### config.mk
export PLATFORM = sky130hd
export DESIGN_NAME = mii_rx_deframer_flat
export DESIGN_NICKNAME = d
export VERILOG_FILES = /design/src/rtl/mii_rx_deframer_if.sv /design/src/rtl/mii_rx_deframer.sv /design/src/flat_wrapper.sv
export SDC_FILE = /design/constraint.sdc
export NUM_CORES = 1
export LEC_CHECK = 0
export CAP_MARGIN = 15
export CELL_PAD_IN_SITES_DETAIL_PLACEMENT = 0
export CELL_PAD_IN_SITES_GLOBAL_PLACEMENT = 1
export CORE_ASPECT_RATIO = 0.9
export CORE_MARGIN = 2
export CORE_UTILIZATION = 43
export DETAILED_ROUTE_END_ITERATION = 8
export PLACE_DENSITY = 0.88
export SYNTH_ARGS = -nofsm -noshare
export SYNTH_HDL_FRONTEND = slang
export SYNTH_SLANG_ARGS = --single-unit
### constraint.sdc
create_clock -name clock -period 2.9 [get_ports clock]
set_clock_uncertainty 0.2 [all_clocks]
set_input_delay 0.58 -clock clock [delete_from_list [all_inputs] [get_ports clock]]
set_output_delay 0.58 -clock clock [all_outputs]
set_load 0.005 [all_outputs]
### src/rtl/mii_rx_deframer_if.sv
// ============================================================================
// Module   : mii_rx_deframer_if
// Brief    : PHY receive symbol bus and deframed byte/frame-status bus.
// Revision : 1.0 - initial release
// ============================================================================
`default_nettype none

interface mii_rx_deframer_if #(
    parameter int IN_W  = 4,
    parameter int LEN_W = 11
);
    logic             rx_dv;
    logic             rx_er;
    logic [IN_W-1:0]  rxd;
    logic [7:0]       byte_out;
    logic             byte_valid;
    logic             sof;
    logic             eof;
    logic [LEN_W-1:0] frame_len;
    logic             err_align;
    logic             err_rx;
    logic             err_pre;
    logic             err_long;

    modport master (
        output rx_dv, rx_er, rxd,
        input  byte_out, byte_valid, sof, eof, frame_len,
        input  err_align, err_rx, err_pre, err_long
    );

    modport slave (
        input  rx_dv, rx_er, rxd,
        output byte_out, byte_valid, sof, eof, frame_len,
        output err_align, err_rx, err_pre, err_long
    );
endinterface

`default_nettype wire

### src/rtl/mii_rx_deframer.sv
// ============================================================================
// Module   : mii_rx_deframer
// Brief    : MII/RMII receive deframer - strips preamble/SFD, packs symbols
//            into bytes, reports per-frame length and fault flags on eof.
// Revision : 1.0 - initial release
// ============================================================================
`default_nettype none

module mii_rx_deframer #(
    parameter int IN_W        = 4,
    parameter int MIN_PRE_SYM = 8,
    parameter int MAX_BYTES   = 1522,
    parameter int LEN_W       = 11
) (
    input  logic                clock,
    input  logic                reset,
    mii_rx_deframer_if.slave    bus
);

    localparam int              c_SPB   = 8 / IN_W;
    localparam int              c_PRE_W = $clog2(MIN_PRE_SYM + 1);
    localparam logic [IN_W-1:0] c_PRE   = (IN_W == 4) ? IN_W'(4'h5) : IN_W'(2'b01);
    localparam logic [IN_W-1:0] c_SFD   = (IN_W == 4) ? IN_W'(4'hD) : IN_W'(2'b11);

    typedef enum logic [1:0] {
        S_IDLE    = 2'd0,
        S_PRE     = 2'd1,
        S_DATA    = 2'd2,
        S_DISCARD = 2'd3
    } state_t;

    state_t             r_state;
    logic               r_armed;
    logic [c_PRE_W-1:0] r_pre_cnt;
    logic [1:0]         r_sym_cnt;
    logic [LEN_W-1:0]   r_byte_cnt;
    logic [7-IN_W:0]    r_shift;
    logic               r_pre_bad;
    logic               r_rx_bad;
    logic               r_long_bad;

    logic [7:0]         r_byte_out;
    logic               r_byte_valid;
    logic               r_sof;
    logic               r_eof;
    logic [LEN_W-1:0]   r_frame_len;
    logic               r_err_align;
    logic               r_err_rx;
    logic               r_err_pre;
    logic               r_err_long;

    logic [7:0]         w_byte;
    logic               w_byte_done;
    logic               w_room;

    assign w_byte      = {bus.rxd, r_shift};
    assign w_byte_done = (r_sym_cnt == 2'(c_SPB - 1));
    assign w_room      = (r_byte_cnt < LEN_W'(MAX_BYTES));

    // r_armed stays low after reset until rx_dv is seen low, so a frame that
    // was in flight across reset is discarded instead of being re-acquired.
    always_ff @(posedge clock) begin
        if (reset) begin
            r_state      <= S_IDLE;
            r_armed      <= 1'b0;
            r_pre_cnt    <= '0;
            r_sym_cnt    <= '0;
            r_byte_cnt   <= '0;
            r_shift      <= '0;
            r_pre_bad    <= 1'b0;
            r_rx_bad     <= 1'b0;
            r_long_bad   <= 1'b0;
            r_byte_out   <= '0;
            r_byte_valid <= 1'b0;
            r_sof        <= 1'b0;
            r_eof        <= 1'b0;
            r_frame_len  <= '0;
            r_err_align  <= 1'b0;
            r_err_rx     <= 1'b0;
            r_err_pre    <= 1'b0;
            r_err_long   <= 1'b0;
        end else begin
            r_byte_valid <= 1'b0;
            r_sof        <= 1'b0;
            r_eof        <= 1'b0;
            r_frame_len  <= '0;
            r_err_align  <= 1'b0;
            r_err_rx     <= 1'b0;
            r_err_pre    <= 1'b0;
            r_err_long   <= 1'b0;
            if (!bus.rx_dv) begin
                r_armed <= 1'b1;
            end

            case (r_state)
                S_IDLE: begin
                    if (bus.rx_dv) begin
                        if (r_armed && bus.rxd == c_PRE) begin
                            r_state   <= S_PRE;
                            r_pre_cnt <= c_PRE_W'(1);
                        end else begin
                            r_state <= S_DISCARD;
                        end
                    end
                end
                S_PRE: begin
                    if (!bus.rx_dv) begin
                        r_state <= S_IDLE;
                    end else if (bus.rxd == c_PRE) begin
                        if (r_pre_cnt < c_PRE_W'(MIN_PRE_SYM)) begin
                            r_pre_cnt <= r_pre_cnt + c_PRE_W'(1);
                        end
                    end else if (bus.rxd == c_SFD) begin
                        r_state    <= S_DATA;
                        r_pre_bad  <= (r_pre_cnt < c_PRE_W'(MIN_PRE_SYM));
                        r_rx_bad   <= bus.rx_er;
                        r_long_bad <= 1'b0;
                        r_sym_cnt  <= '0;
                        r_byte_cnt <= '0;
                        r_shift    <= '0;
                    end else begin
                        r_state <= S_DISCARD;
                    end
                end
                S_DATA: begin
                    if (bus.rx_dv) begin
                        r_rx_bad <= r_rx_bad | bus.rx_er;
                        r_shift  <= w_byte[7:IN_W];
                        if (w_byte_done) begin
                            r_sym_cnt <= '0;
                            if (w_room) begin
                                r_byte_out   <= w_byte;
                                r_byte_valid <= 1'b1;
                                r_sof        <= (r_byte_cnt == '0);
                                r_byte_cnt   <= r_byte_cnt + LEN_W'(1);
                            end else begin
                                r_long_bad <= 1'b1;
                            end
                        end else begin
                            r_sym_cnt <= r_sym_cnt + 2'd1;
                        end
                    end else begin
                        // Partial trailing byte is dropped; only flagged.
                        r_eof       <= 1'b1;
                        r_frame_len <= r_byte_cnt;
                        r_err_align <= (r_sym_cnt != 2'd0);
                        r_err_rx    <= r_rx_bad;
                        r_err_pre   <= r_pre_bad;
                        r_err_long  <= r_long_bad;
                        r_state     <= S_IDLE;
                        r_sym_cnt   <= '0;
                        r_byte_cnt  <= '0;
                        r_shift     <= '0;
                        r_pre_bad   <= 1'b0;
                        r_rx_bad    <= 1'b0;
                        r_long_bad  <= 1'b0;
                    end
                end
                S_DISCARD: begin
                    if (!bus.rx_dv) begin
                        r_state <= S_IDLE;
                    end
                end
                default: r_state <= S_IDLE;
            endcase
        end
    end

    assign bus.byte_out   = r_byte_out;
    assign bus.byte_valid = r_byte_valid;
    assign bus.sof        = r_sof;
    assign bus.eof        = r_eof;
    assign bus.frame_len  = r_frame_len;
    assign bus.err_align  = r_err_align;
    assign bus.err_rx     = r_err_rx;
    assign bus.err_pre    = r_err_pre;
    assign bus.err_long   = r_err_long;

endmodule

`default_nettype wire

### src/flat_wrapper.sv
// flat-port wrapper written by rule: the top's interface ports become plain ports
module mii_rx_deframer_flat 
#(
    parameter int IN_W        = 4,
    parameter int MIN_PRE_SYM = 8,
    parameter int MAX_BYTES   = 1522,
    parameter int LEN_W       = 11
)
  (clock, reset, bus_rx_dv, bus_rx_er, bus_rxd, bus_byte_out, bus_byte_valid, bus_sof, bus_eof, bus_frame_len, bus_err_align, bus_err_rx, bus_err_pre, bus_err_long);
  mii_rx_deframer_if #(.IN_W(IN_W), .LEN_W(LEN_W)) bus_i ();
  input  logic clock;
  input  logic reset;
  input wire logic [$bits(bus_i.rx_dv)-1:0] bus_rx_dv;
  input wire logic [$bits(bus_i.rx_er)-1:0] bus_rx_er;
  input wire logic [$bits(bus_i.rxd)-1:0] bus_rxd;
  output wire logic [$bits(bus_i.byte_out)-1:0] bus_byte_out;
  output wire logic [$bits(bus_i.byte_valid)-1:0] bus_byte_valid;
  output wire logic [$bits(bus_i.sof)-1:0] bus_sof;
  output wire logic [$bits(bus_i.eof)-1:0] bus_eof;
  output wire logic [$bits(bus_i.frame_len)-1:0] bus_frame_len;
  output wire logic [$bits(bus_i.err_align)-1:0] bus_err_align;
  output wire logic [$bits(bus_i.err_rx)-1:0] bus_err_rx;
  output wire logic [$bits(bus_i.err_pre)-1:0] bus_err_pre;
  output wire logic [$bits(bus_i.err_long)-1:0] bus_err_long;
  assign bus_i.rx_dv = bus_rx_dv;
  assign bus_i.rx_er = bus_rx_er;
  assign bus_i.rxd = bus_rxd;
  assign bus_byte_out = bus_i.byte_out;
  assign bus_byte_valid = bus_i.byte_valid;
  assign bus_sof = bus_i.sof;
  assign bus_eof = bus_i.eof;
  assign bus_frame_len = bus_i.frame_len;
  assign bus_err_align = bus_i.err_align;
  assign bus_err_rx = bus_i.err_rx;
  assign bus_err_pre = bus_i.err_pre;
  assign bus_err_long = bus_i.err_long;
  mii_rx_deframer #(.IN_W(IN_W), .MIN_PRE_SYM(MIN_PRE_SYM), .MAX_BYTES(MAX_BYTES), .LEN_W(LEN_W)) u_core (.clock(clock), .reset(reset), .bus(bus_i));
endmodule
==> results of run 1 <==
metal layers:
layer / wire (um) / up-vias
met5: 0 / -
met4: 70 / 0
met3: 209 / 9
met2: 2290 / 53
met1: 2430 / 919
li1: - / 1020
per-stage QoR:
stage / worst slack, ns / util / cells
floorplan: 0.937 / - / 260
global placement: 0.403 / 0.520 / 353
detailed placement: 0.330 / 0.520 / 353
CTS: 0.657 / 0.536 / 361
global route: 0.458 / 0.536 / 361
finish: 0.630 / 0.536 / 361
critical path, stage by stage:
cell,delay (ns)
clkdlybuf4s50_1,0.46
nand4b_1,0.35
o21ai_1,0.45
o21ai_0,0.16
a32o_1,0.27
state kept, by name (all words and copies together), names as in the netlist:
| signal | flops |
|---|---|
| u_core.r_armed | 1 |
| u_core.bus.err_rx | 1 |
| u_core.r_sym_cnt | 2 |
| u_core.r_state | 2 |
| u_core.r_rx_bad | 1 |
| u_core.bus.frame_len | 11 |
| u_core.r_byte_cnt | 11 |
| u_core.bus.err_pre | 1 |
| u_core.r_long_bad | 1 |
| u_core.bus.eof | 1 |
| u_core.bus.err_align | 1 |
| u_core.r_pre_bad | 1 |
| u_core.bus.sof | 1 |
| u_core.bus.byte_out | 8 |
| u_core.bus.err_long | 1 |
| u_core.bus.byte_valid | 1 |
| u_core.r_pre_cnt | 4 |
| u_core.r_shift | 4 |
final cells by class:
cell class	instances	area, um2
clock buffer	6	72.6
clock inverter	2	10.0
fill	497	2420
inverter	9	33.8
multi-input combinational	180	1130
sequential	53	1060
tap	67	83.8
timing repair buffer	44	413
synth_stat cells (3+ instances only):
master,number
nor4_1,8
o211ai_1,4
nand2_1,14
or4_1,3
and2_1,12
nor2_1,16
o21a_1,3
inv_1,9
buf_2,7
nand3_1,19
nor3_1,6
clkbuf_1,6
nand2b_1,6
ha_1,3
a211o_1,3
a211oi_1,6
o21ai_0,17
dfxtp_1,53
a21oi_1,18
a22oi_1,4
a31oi_1,4
how the worst min path moves through the flow:
stage	startpoint	endpoint	cells after the start
finish	u_core.r_long_bad	u_core.bus.err_long	2
global route	u_core.r_long_bad	u_core.bus.err_long	2
CTS	u_core.r_long_bad	u_core.bus.err_long	2
detailed placement	u_core.r_long_bad	u_core.bus.err_long	2
global placement	u_core.r_rx_bad	u_core.bus.err_rx	1
floorplan	u_core.r_rx_bad	u_core.bus.err_rx	1
where the power goes:
group	total, W	leakage (nW)	internal (W)	switching (W)
combinational	0.0000969	0.488	0.0000378	0.0000592
sequential	0.000743	0.428	0.000734	0.00000831
clock	0.000395	0.0450	0.000168	0.000228
total	0.00124	0.961	0.000940	0.000295
cells by family (layout without fill, tap and decap cells):
kind of cell	after synthesis	count (layout)	share of synthesized area
compound gates	72	72	0.216
simple gates	105	105	0.256
buf+inv	27	61	0.0531
fa+ha+maj	3	3	0.0163
flops	53	53	0.459
==> out/results.tsv, run 1 <==
metric	value	unit
status	finished, final reports clean	
ys_ff_latch	53	
maxCapViolCount	0	
slew_violations	0	
ys_seq_area_frac	0.459	
yosysWarnings	0	
final_common_cell	dfxtp_1	
rsz0062_at_grt	false	
place_hpwl	3.61	mm
totalPowerFinal	0.00124	W
yosys-top-cells-area	dfxtp_1 (46%), nand3_1 (4.1%), a21oi_1 (3.9%)	
synth_cell_types	50	
rr_startpoint	u_core.r_byte_cnt[2]	
rows	25	
fin_tns_setup	0	ns
synth_edf_count	0	
synth_top_area_frac	0.459	
reg2reg_depth	4	
ctsHoldBuffers	0	
firstDrtPassIters	4	
postSynthAreaPerCell	8.88	um2
cts_root_buf	clkbuf_8	
r2r-end	u_core.r_byte_cnt[1]	
n_antenna_cell	0	
cts.clk_slew.worst_paths	0.08	ns
hold_viol	0	
synth_cells	260	
hp-class	reg2reg	
cp-end-kind	register	
postCtsResizedCells	0	
dpl_cell_area	2720	um2
drt-total-wl	5.00	mm
clock_path_buffers	2	
core_area	5220	um2
nets	304	
fp.dieW	81.3	um
layout-drive-gt1-share	0.0714	
cp-startpoint	bus_rxd[1]	
ant_nets	0	
start_util	0.442	
timing.final.crit_share	0.783	
drc	0	
finalCriticalPeriod	2.27	ns
htreeDepth	2	
wl_per_cell	13.8	um
fp.dieH	73.5	um
use_met3	0.0381	
grt_max_degree	25	
startpoint_type	primary input	
ir_worst_vdd	0.000249	V
port_buffers	33	
crit_required	2.90	ns
place_congestion	0.812	
cts_made_buffers	5	
arrival	2.27	ns
busiest_layer	met2	
met2_usage	0.285	
crit_end	u_core.r_byte_cnt[1]	
async_reset_ff_frac	0	
rrSetupSlack	0.83	ns
p_per_area	441	nW/um2
grt.met1_usage	0.254	
grt_pass1_vias	1798	
syn_nets	271	
slew_headroom	0.618	
leakagePower	0.961	nW
synth_ff_type	dfxtp_1	
worst_pin_slew	0.572	ns
clock_sinks	53	
synth_top_cell_by_area	dfxtp_1	
globalRouteOverflowTotal	0	
grt_pass1_wl	8.51	mm
grt_usage	0.183	
finalSetupViolCount	0	
design_area	2800	um2
path_class	in2reg	
vias	2001	
first_iter_violations	91	
ios	34	
cp_max_fo	6	
dieArea	5970	um2
area_growth	21.2	%
netlist_area	2310	um2
final_cell_mix	dfxtp_1 (53), clkdlybuf4s50_1 (33), nand3_1 (19), a21oi_1 (18), o21ai_0 (17)	
clock.fmax	441	MHz
via_per_inst	5.54	
antenna_found_initial	0	
tritoncts	built	
clkLatencyLatePin	0.30	ns
postCtsSetupRepairBufs	0	
hold_slack	0.259	ns
No activity file was read; power rests on OpenSTA's default activity.
==> run 2, diff against run 1 <==
--- a/config.mk
+++ b/config.mk
@@ -10,9 +10,9 @@
 export CELL_PAD_IN_SITES_GLOBAL_PLACEMENT = 1
 export CORE_ASPECT_RATIO = 0.9
 export CORE_MARGIN = 2
-export CORE_UTILIZATION = 43
+export CORE_UTILIZATION = 36
 export DETAILED_ROUTE_END_ITERATION = 8
-export PLACE_DENSITY = 0.88
+export PLACE_DENSITY = 0.79
 export SYNTH_ARGS = -nofsm -noshare
 export SYNTH_HDL_FRONTEND = slang
 export SYNTH_SLANG_ARGS = --single-unit
==> constraint.sdc (replaced) <==
create_clock -name clock -period 2.05 [get_ports clock]
set_clock_uncertainty 0.2 [all_clocks]
set_input_delay 0.41 -clock clock [delete_from_list [all_inputs] [get_ports clock]]
set_output_delay 0.41 -clock clock [all_outputs]
set_load 0.005 [all_outputs]
==> run 2 against run 1 <==
  * Sequential power is 41% higher
  * Largest power group unchanged
  * Design area is 8.7% higher
  * Critical endpoint is now u_core.r_byte_cnt[3]
  * Critical path depth stayed put
  * Worst setup slack worse by 0.56 ns
==> out/results.tsv, run 2 (synthesis results as in run 1) <==
metric	value	unit	change
grt_max_degree	25		unchanged
ios	34		unchanged
final-instance-count-excl-fill	407		was 361
fillers	618		was 497
fp.dieW	88.4	um	was 81.3 um
switching_share	0.256		was 0.239
path_class	reg2reg		was in2reg
multi_input_area	1130	um2	unchanged
antenna_found_initial	0		unchanged
clock_path_buffers	2		unchanged
worst_pin_slew	0.393	ns	was 0.572 ns
finalCriticalPeriod	1.98	ns	
n_antenna_cell	0		unchanged
slew_violations	0		unchanged
htreeDepth	2		unchanged
clock_sinks	53		unchanged
p_clk_frac	0.337		was 0.320
finalSetupViolCount	0		unchanged
layout-drive-gt1-share	0.150		was 0.0714
final_core_util	0.495		was 0.536
place_congestion	0.797		was 0.812
drc	0		unchanged
firstDrtPassIters	4		unchanged
hold_viol	0		unchanged
totalPowerFinal	0.00184	W	was 0.00124 W
area_growth	31.8	%	was 21.2%
cp_max_fo	24		was 6
cp-end-kind	register		unchanged
seq_area	1060	um2	unchanged
ctsHoldBuffers	0		unchanged
core_area	6150	um2	was 5220 um2
postCtsSetupRepairBufs	0		unchanged
wl_per_cell	13.6	um	was 13.8 um
timing.final.crit_share	0.964		
ant_nets	0		unchanged
globalRouteOverflowTotal	0		unchanged
hold_depth	2		unchanged
cts_made_buffers	5		unchanged
final_cell_mix	dfxtp_1 (53), buf_4 (36), clkdlybuf4s50_1 (33), nand3_1 (19), a21oi_1 (18)		was dfxtp_1 (53), clkdlybuf4s50_1 (33), nand3_1 (19), a21oi_1 (18), o21ai_0 (17)
dieArea	7070	um2	was 5970 um2
grt_pass1_vias	1925		was 1798
startpoint_type	register		was primary input
dpl_cell_area	2950	um2	was 2720 um2
status	finished, final reports clean		unchanged
seqPwrFrac	0.572		was 0.601
start_util	0.376		was 0.442
crit_required	2.09	ns	was 2.90 ns
port_buffers	33		unchanged
rr_startpoint	u_core.r_byte_cnt[3]		was u_core.r_byte_cnt[2]
place_hpwl	4.05	mm	was 3.61 mm
clock.fmax	506	MHz	
cts_root_buf	clkbuf_8		unchanged
hp-class	reg2reg		unchanged
leakagePower	1.09	nW	was 0.961 nW
design_area	3040	um2	was 2800 um2
dp_cells	399		was 353
vias	2110		was 2001
min_to	u_core.bus.err_long		unchanged
drt-total-wl	5.52	mm	was 5.00 mm
p_int	0.00137	W	was 0.000940 W
nets	330		was 304
final_common_cell	dfxtp_1		unchanged
tritoncts	built		unchanged
arrival	2.01	ns	was 2.27 ns
rrSetupSlack	0.07	ns	was 0.83 ns
p_comb_frac	0.091		was 0.078
min_from	u_core.r_long_bad		unchanged
via_per_inst	5.18		was 5.54
p_switching	0.000471	W	was 0.000295 W
r2r-end	u_core.r_byte_cnt[3]		was u_core.r_byte_cnt[1]
p_per_area	604	nW/um2	was 441 nW/um2
fp.dieH	80.0	um	was 73.5 um
rows	27		was 25
rsz0062_at_grt	false		unchanged
grt_usage	0.166		was 0.183
grt_pass1_wl	9.14	mm	was 8.51 mm
maxCapViolCount	0		unchanged
ir_worst_vdd	0.000417	V	was 0.000249 V
reg2reg_depth	5		was 4
cts.clk_slew.worst_paths	0.11	ns	was 0.08 ns
first_iter_violations	133		was 91
slew_headroom	0.738		was 0.618
postCtsResizedCells	0		unchanged
clkLatencyLatePin	0.31	ns	was 0.30 ns
==> run 2: cell count changes in the layout (fill, tap and decap cells not counted) <==
| cell | change |
|---|---|
| inv_6 | +2 |
| clkinv_2 | -2 |
| buf_4 | +25 |
| clkinvlp_4 | +1 |
| buf_12 | +1 |
| clkbuf_1 | -1 |
==> run 2: how the worst max path moves through the flow <==
stage                    startpoint              endpoint  slack (ns)  depth (start not counted)
6_report       u_core.r_byte_cnt[3]  u_core.r_byte_cnt[3]        0.07                          5
2_1_floorplan             bus_rx_dv  u_core.r_byte_cnt[6]        0.26                          6
5_1_grt        u_core.r_byte_cnt[3]  u_core.r_byte_cnt[3]       0.003                          5
3_3_place_gp             bus_rxd[2]   u_core.r_sym_cnt[1]       -0.14                          6
4_1_cts        u_core.r_byte_cnt[1]  u_core.r_byte_cnt[3]        0.06                          5
3_5_place_dp             bus_rxd[3]   u_core.r_sym_cnt[1]       -0.17                          6
==> run 2: power groups by stage <==
| stage | registers, W | logic [W] | clock network [W] |
|---|---|---|---|
| floorplan | 0.00107 | 0.0000893 | 0 |
| global placement | 0.00108 | 0.000165 | 0 |
| detailed placement | 0.00107 | 0.000167 | 0 |
| CTS | 0.00105 | 0.000167 | 0.000637 |
| global route | 0.00105 | 0.000184 | 0.000671 |
| finish | 0.00105 | 0.000168 | 0.000619 |
==> run 2: critical path: stages, from the launching register on <==
cell and delay (ns):
dfxtp_1 0.35, o31ai_4 0.33, o311ai_4 0.13, buf_12 0.18
or4_1 0.49, a31oi_1 0.22
==> run 2: area by class of cell <==
class                   instances  share of cell area
flip-flops and latches         53               0.349
inverters                       9              0.0111
multi-input cells             180               0.370
clock inverters                 3             0.00822
well taps                      87              0.0358
repair buffers                 70               0.204
clock buffers                   5              0.0226
==> run 2: per-stage QoR <==
| step | setup TNS [ns] | setup slack (ns) | hold slack [ns] |
|---|---|---|---|
| after global placement | -0.976 | -0.138 | 0.240 |
| after CTS | 0 | 0.0619 | 0.262 |
| after detailed placement | -1.55 | -0.173 | 0.247 |
| final | 0 | 0.0730 | 0.257 |
| after global routing | 0 | 0.00288 | 0.290 |
| after floorplan | 0 | 0.257 | 0.223 |
==> run 2: routing by layer <==
layer	wire length, um	global-route usage
met1	2710	0.227
met2	2500	0.262
met5	0	0
met4	45	0.0455
met3	266	0.0362
==> run 3, diff against run 2 <==
--- a/config.mk
+++ b/config.mk
@@ -8,11 +8,11 @@
 export CAP_MARGIN = 15
 export CELL_PAD_IN_SITES_DETAIL_PLACEMENT = 0
 export CELL_PAD_IN_SITES_GLOBAL_PLACEMENT = 1
-export CORE_ASPECT_RATIO = 0.9
+export CORE_ASPECT_RATIO = 1.5
 export CORE_MARGIN = 2
 export CORE_UTILIZATION = 36
 export DETAILED_ROUTE_END_ITERATION = 8
-export PLACE_DENSITY = 0.79
+export PLACE_DENSITY = 0.84
 export SYNTH_ARGS = -nofsm -noshare
 export SYNTH_HDL_FRONTEND = slang
 export SYNTH_SLANG_ARGS = --single-unit
==> run 3 against run 2 <==
  * Die area rose by 0.17%
  * Clock power increased by 19%
  * Core utilization increased by 0.34 points
  * Worst hold slack got worse by 0.0075 ns
  * Worst setup slack improved by 0.054 ns
  * First-iteration DRC count down 54%
  * Critical path type unchanged
==> out/results.tsv, run 3 (synthesis results as in run 1) <==
metric	value	unit	change
final_cell_mix	dfxtp_1 (53), buf_4 (37), clkdlybuf4s50_1 (33), nand3_1 (19), a21oi_1 (18)		was dfxtp_1 (53), buf_4 (36), clkdlybuf4s50_1 (33), nand3_1 (19), a21oi_1 (18)
place_ws	-0.156	ns	was -0.173 ns
arrival	1.96	ns	was 2.01 ns
firstDrtPassIters	4		unchanged
cp_max_fo	24		unchanged
drc	0		unchanged
rows	35		was 27
timing.final.crit_share	0.938		was 0.964
ir_worst_vdd	0.000481	V	was 0.000417 V
rsz0062_at_grt	false		unchanged
cts_made_buffers	5		unchanged
maxCapViolCount	0		unchanged
clock_sinks	53		unchanged
drt-total-wl	5.60	mm	was 5.52 mm
via_per_inst	5.50		was 5.18
clock_path_buffers	2		unchanged
grt_max_degree	26		was 25
ios	34		unchanged
path_class	reg2reg		unchanged
p_clk_frac	0.375		was 0.337
postCtsResizedCells	0		unchanged
fp.dieW	69.4	um	was 88.4 um
cts.clk_slew.worst_paths	0.10	ns	was 0.11 ns
n_antenna_cell	0		unchanged
layout-drive-gt1-share	0.152		was 0.150
place_hpwl	4.16	mm	was 4.05 mm
worst_pin_slew	0.400	ns	was 0.393 ns
grt_pass1_vias	2070		was 1925
critPathBufInv	1		unchanged
max_stage_delay	0.51	ns	was 0.49 ns
antenna_found_initial	0		unchanged
seqPwrFrac	0.536		was 0.572
globalRouteOverflowTotal	0		unchanged
hold_slack	0.250	ns	was 0.257 ns
crit_required	2.09	ns	about the same
status	finished, final reports clean		unchanged
hp-class	reg2reg		unchanged
cts_root_buf	clkbuf_8		unchanged
grt_pass1_wl	9.22	mm	was 9.14 mm
clock.fmax	520	MHz	was 506 MHz
startpoint_type	register		unchanged
vias	2177		was 2110
ctsHoldBuffers	0		unchanged
hold_viol	0		unchanged
nets	332		was 330
postCtsSetupRepairBufs	0		unchanged
finalCriticalPeriod	1.92	ns	was 1.98 ns
design_area	3080	um2	was 3040 um2
leakagePower	1.12	nW	was 1.09 nW
crit_chain	o31ai_4 > o311ai_4 > buf_12 > or4_1 > a31oi_1		unchanged
htreeDepth	2		unchanged
core_area	6170	um2	was 6150 um2
p_comb_frac	0.089		was 0.091
finalSetupViolCount	0		unchanged
cp-end-kind	register		unchanged
port_buffers	33		unchanged
slew_headroom	0.733		was 0.738
area_growth	33.3	%	was 31.8%
start_util	0.374		was 0.376
switching_share	0.225		was 0.256
slew_violations	0		unchanged
slowest_stage	or4_1		unchanged
timing.final.ws_setup	0.127	ns	was 0.0730 ns
wl_per_cell	14.1	um	was 13.6 um
tritoncts	built		unchanged
p_switching	0.000440	W	was 0.000471 W
p_per_area	637	nW/um2	was 604 nW/um2
clkLatencyLatePin	0.31	ns	about the same
ant_nets	0		unchanged
dpl_cell_area	2960	um2	was 2950 um2
p_int	0.00152	W	was 0.00137 W
fillers	594		was 618
place_congestion	0.834		was 0.797
fp.dieH	102	um	was 80.0 um
dieArea	7090	um2	was 7070 um2
grt_usage	0.160		was 0.166
first_iter_violations	61		was 133
final_common_cell	dfxtp_1		unchanged
cp_top_family	compound AO/OA/AOI/OAI gates		unchanged
run 3: changes by cell type in the layout (fill, tap and decap cells not counted):
cell        previous run  this run
bufinv_16              0         1
clkbuf_8               5         6
buf_12                 1         2
buf_4                 36        37
clkinvlp_4             1         0
inv_6                  2         0
clkbuf_1               0         1
run 3: path summary, 6_finish.rpt:
check                           slack [ns]            startpoint                   end  cells after the start
worst max-delay path                  0.13  u_core.r_byte_cnt[1]  u_core.r_byte_cnt[3]                      5
worst max register to register        0.13  u_core.r_byte_cnt[1]  u_core.r_byte_cnt[3]                      5
worst min-delay path                  0.25       u_core.r_rx_bad     u_core.bus.err_rx                      1
worst min register to register        0.25       u_core.r_rx_bad     u_core.bus.err_rx                      1
run 3: area by class of cell:
class	count	area, um2	share of cell area
multi-input combinational	180	1130	0.366
clock buffer	7	86.3	0.0280
timing repair buffer	72	648	0.211
clock inverter	1	30.0	0.00976
tap	74	92.6	0.0301
sequential	53	1060	0.345
inverter	9	33.8	0.0110
run 3: layer usage:
layer	track usage	part of all wire	vias up
met2	0.303	0.52	55
li1	-	-	1076
met1	0.170	0.41	1030
met4	0.0845	0.031	0
met3	0.0276	0.034	16
met5	0	0	-
run 3: stage by stage:
step / util / TNS (ns) / instances / power [W]
CTS: 0.498 / 0 / 396 / 0.00198
floorplan: - / 0 / 260 / 0.00116
detailed placement: 0.480 / -1.31 / 388 / 0.00125
finish: 0.498 / 0 / 396 / 0.00196
global route: 0.498 / 0 / 396 / 0.00204
global placement: 0.480 / -0.800 / 388 / 0.00124
run 3: power by group through the flow:
stage	clock [W]	combinational, W	sequential (W)
6_report	0.000736	0.000174	0.00105
5_1_grt	0.000795	0.000188	0.00105
4_1_cts	0.000758	0.000173	0.00105
3_5_place_dp	0	0.000173	0.00107
3_3_place_gp	0	0.000171	0.00107
2_1_floorplan	0	0.0000893	0.00107
